[config.mk]
export PLATFORM = sky130hd
export DESIGN_NAME = vfetch
export DESIGN_NICKNAME = d
export VERILOG_FILES = /design/src/rtl/vfetch.sv
export SDC_FILE = /design/constraint.sdc
export NUM_CORES = 1
export LEC_CHECK = 0
export ABC_CLOCK_PERIOD_IN_PS = 2500
export CORE_ASPECT_RATIO = 0.9
export CORE_MARGIN = 1.5
export CORE_UTILIZATION = 50
export CTS_CLUSTER_DIAMETER = 80
export DETAILED_ROUTE_END_ITERATION = 8
export DONT_BUFFER_PORTS = 1
export PLACE_DENSITY_LB_ADDON = 0.05
export SETUP_SLACK_MARGIN = 0.4
export SLEW_MARGIN = 20
export SYNTH_ARGS = -nofsm -noshare
export SYNTH_HDL_FRONTEND = slang
export SYNTH_SLANG_ARGS = --single-unit
[constraint.sdc]
create_clock -name clk -period 2.5 [get_ports clk]
set_input_delay 0.75 -clock clk [delete_from_list [all_inputs] [get_ports clk]]
set_output_delay 0.75 -clock clk [all_outputs]
set_load 0.005 [all_outputs]
[src/rtl/vfetch.sv]
// vfetch - video framebuffer fetcher (write-side master of the video queue).
//
// When the queue reports almost-empty, the block reads the framebuffer from
// memory in fixed-length bursts and pushes each returned 32-bit word into the
// queue write port. A rising edge of vsync restarts the frame pointer at
// base_addr once any burst in flight has completed. Bursts are never aborted.
// Everything runs in the memory clock domain.
//
// Parameters:
//   burst_len    words per memory burst (power of two, 1..64)
//   base_addr    byte address of the first framebuffer word
//   frame_words  words per frame (multiple of burst_len)
//
// Ports:
//   clk                single clock (memory side and queue write side)
//   rst                synchronous reset, active low
//   enable             0 blocks new bursts; an in-flight burst completes
//   vsync              level input; its rising edge requests a frame restart
//   fifo_almost_empty  queue AlmostEmpty
//   fifo_wr            queue write enable (registered)
//   fifo_data          queue write data (registered, holds when fifo_wr=0)
//   mem_req            burst read request (registered)
//   mem_addr           burst start byte address, 4-byte aligned (registered)
//   mem_ack            request accepted
//   mem_rvalid         read beat valid
//   mem_rdata          read beat data

module vfetch #(
    parameter int unsigned burst_len   = 8,
    parameter logic [31:0] base_addr   = 32'h000E7F00,
    parameter int unsigned frame_words = 24576
) (
    input  logic        clk,
    input  logic        rst,
    input  logic        enable,
    input  logic        vsync,
    input  logic        fifo_almost_empty,
    output logic        fifo_wr,
    output logic [31:0] fifo_data,
    output logic        mem_req,
    output logic [31:0] mem_addr,
    input  logic        mem_ack,
    input  logic        mem_rvalid,
    input  logic [31:0] mem_rdata
);

    localparam int unsigned PTR_W  = (frame_words > 1) ? $clog2(frame_words) : 1;
    localparam int unsigned PTR_W1 = PTR_W + 1;
    localparam int unsigned CNT_W  = (burst_len > 1) ? $clog2(burst_len) : 1;

    localparam logic [PTR_W:0]   PTR_STEP  = PTR_W1'(burst_len);
    localparam logic [PTR_W:0]   PTR_END   = PTR_W1'(frame_words);
    localparam logic [CNT_W-1:0] LAST_BEAT = CNT_W'(burst_len - 1);

    typedef enum logic [1:0] {
        IDLE,
        REQ,
        DATA
    } state_t;

    state_t             state;
    logic [PTR_W-1:0]   word_ptr;
    logic [CNT_W-1:0]   beat_cnt;
    logic               restart_pend;
    logic               vsync_q;

    logic               vsync_rise;
    logic [PTR_W:0]     ptr_next;
    logic [31:0]        next_addr;

    always_comb begin
        vsync_rise = vsync & ~vsync_q;
        // One extra bit so the end-of-frame compare works when frame_words
        // is an exact power of two.
        ptr_next   = {1'b0, word_ptr} + PTR_STEP;
        next_addr  = base_addr + 32'({word_ptr, 2'b00});
    end

    always_ff @(posedge clk) begin
        if (!rst) begin
            state        <= IDLE;
            word_ptr     <= '0;
            beat_cnt     <= '0;
            restart_pend <= 1'b0;
            vsync_q      <= 1'b0;
            mem_req      <= 1'b0;
            mem_addr     <= '0;
            fifo_wr      <= 1'b0;
            fifo_data    <= '0;
        end else begin
            fifo_wr <= 1'b0;
            vsync_q <= vsync;
            if (vsync_rise) begin
                restart_pend <= 1'b1;
            end

            unique case (state)
                IDLE: begin
                    if (restart_pend) begin
                        // Restart consumes a cycle in IDLE; an edge arriving in
                        // this same cycle stays pending.
                        word_ptr     <= '0;
                        restart_pend <= vsync_rise;
                    end else if (enable && fifo_almost_empty) begin
                        state    <= REQ;
                        mem_req  <= 1'b1;
                        mem_addr <= next_addr;
                    end
                end

                REQ: begin
                    if (mem_ack) begin
                        mem_req  <= 1'b0;
                        beat_cnt <= '0;
                        state    <= DATA;
                    end
                end

                DATA: begin
                    if (mem_rvalid) begin
                        fifo_wr   <= 1'b1;
                        fifo_data <= mem_rdata;
                        beat_cnt  <= beat_cnt + 1'b1;
                        if (beat_cnt == LAST_BEAT) begin
                            word_ptr <= (ptr_next == PTR_END) ? '0 : ptr_next[PTR_W-1:0];
                            state    <= IDLE;
                        end
                    end
                end

                default: state <= IDLE;
            endcase
        end
    end

endmodule
==> flow_summary.toml <==
[cts]
cts_sinks = 69
worstSkewPairLatency_ns = 0.33
hold_buffers = 0
cts_setup_buffers = 0
ctsRootBufferMaster = "clkbuf_8"
htreeDepth = 3
path_clk_slew_ns = 0.08
clock_path_buffers = 2
cts_resized = 0
cts_tree = "done"
numCtsBuffers = 9

[logic_synthesis]
yosysSeqAreaShare_pct = 41.3
netlist_top_cells_area = "dfxtp_1 (41%), nand2_1 (9.4%), a21boi_1 (8.1%), buf_4 (4.3%), o211a_1 (2.7%)"
ys_ff_latch = 69
yosys_most_used_dff = "dfxtp_1"
async_reset_ff_share_pct = 0
netlist_area_um2 = 3340
ys.warnings.count = 0
postSynthAreaPerCell_um2 = 8.40
synth_edf_count = 0
synthDistinctLibCells = 49
netlist_top_cells_count = "nand2_1 (84), dfxtp_1 (69), a21boi_1 (36)"
syn_inst = 398
yosysTopAreaCellShare_pct = 41.3
synthMostInstantiatedCell = "nand2_1"
synth_top_cell_by_area = "dfxtp_1"

[die]
die_w_um = 89.2
die_h_um = 80.6
io_pins = 105
std_cell_rows = 28
initial_core_util_pct = 51.3
die_area_um2 = 7190
core_um2 = 6520

[setup_path]
path_max_fanout = 10
end_kind = "flop"
required_ns = 2.76
crit_type = "flop to flop"
cp.arrival_ns = 2.20
startpoint_type = "flop"

[placement]
placed_cell_area_um2 = 3290
io_buffers = 0
gp_congestion = 0.937
dpl.hpwl_um = 4580

[timing]
setup_viol = 0
finalCritPeriodShare_pct = 77.5
fin_worst_skew_ns = 0.00987
slew_viol_final = 0
timing.fmax_mhz = 516
finalCriticalPeriod_ns = 1.94
tns_ns = 0
rsz0062_at_grt = "false"
hold_viol_final = 0

[power]
max-vdd-ir-drop_uv = 321
powerDensity_nw_per_um2 = 629
leakagePower_nw = 1.37

[layout]
multi_input_area_um2 = 1710
final_cell_area_um2 = 3510
area_delta_synth_final_pct = 5.09
fill_cells = 609
regArea_um2 = 1380
nNetsFinal = 428
antenna_cells = 0
drive_above_1_share_pct = 7.46

[routing]
dr.pass1.iters = 5
vias_per_cell = 5.35
routedWlPerCell_um = 14.2
drt_wl_total_um = 6820
ant_nets = 0
drc = 0
vias = 2563
drt_iter0_drc = 220

[min_path]
hold_path_class = "flop to flop"

[grt]
track_usage_pct = 19.8
gr-total-overflow = 0
antenna_found_initial = 0
grt_pass1_vias = 2347
grt_pass1_wl_um = 10900
grt_max_degree = 71

[outcome]
status = "finished, final reports clean"

[job]
drv_cap = 0
[final cells by class]
type / count / share of cell area [%]
flip-flops and latches: 69 / 39.3
clock buffers: 11 / 3.74
inverters: 7 / 0.748
repair buffers: 7 / 1.85
clock inverters: 5 / 2.39
well taps: 90 / 3.20
multi-input cells: 290 / 48.7
[layout by cell type (no fill, tap or decap), types with 6 or more instances in the layout]
master	count
conb_1	16
clkbuf_8	9
o21ai_0	7
inv_1	7
xnor2_1	7
dfxtp_1	68
nand3_1	12
o211a_1	9
a21boi_1	36
buf_4	6
nor2b_1	11
nor2_1	21
o21ai_1	6
a31oi_1	6
a21oi_1	10
nand2_1	84
[report_power, final]
part           internal, mW  total [mW]  switching, mW
clock                 0.566       0.984          0.418
combinational        0.0409      0.0821         0.0412
sequential             1.12        1.15         0.0222
[metrics by stage]
stage                     hold slack [ns]  util, %  setup WS [ns]  instances  total power [mW]
final                               0.474     53.9          0.563        479              2.21
after global routing                0.495     53.9          0.419        479              2.30
after CTS                           0.478     53.8          0.509        479              2.25
after detailed placement            0.467     50.5          0.495        463              1.25
after global placement              0.460     50.5          0.500        463              1.25
after floorplan                     0.451        -          0.708        413              1.27
[worst paths after layout]
check                           cells after the start  slack (ns)     startpoint       endpoint
worst max-delay path                                6        0.56    word_ptr[6]   word_ptr[13]
worst min-delay path                                2        0.47  fifo_data[24]  fifo_data[24]
worst max register to register                      6        0.56    word_ptr[6]   word_ptr[13]
worst min register to register                      2        0.47  fifo_data[24]  fifo_data[24]
[logic make-up after synthesis]
kind of cell / count (synthesis) / share of synthesized area [%]
simple gates: 165 / 24.2
compound gates: 91 / 19.6
flops: 69 / 41.3
buf+inv: 54 / 9.39
xor+xnor: 9 / 2.36
fa+ha+maj: 5 / 1.87
mux: 4 / 1.20
other cells: 1 / 0.112
[flip-flops by register name, summed over array words and instances, names as in the netlist]
name and count:
fifo_data 32, mem_addr 16, word_ptr 12, beat_cnt 3, state 2, fifo_wr 1
mem_req 1, restart_pend 1, vsync_q 1
[critical path, cell delays in order (launching register included)]
cell     delay, ns
dfxtp_1       0.54
ha_1          0.28
nand4_4       0.16
or3_1         0.38
a32oi_1       0.26
a21oi_1       0.07
a31oi_1       0.18
[routing by layer]
layer | vias to the layer above | global-route usage [%] | part of all wire, %
met1 | 1165 | 25.5 | 47
met3 | 4 | 6.78 | 8.8
met5 | - | 0 | 0
met2 | 101 | 30.2 | 43
met4 | 0 | 7.85 | 0.92
li1 | 1293 | - | -
(Power assumes the default switching activity.)
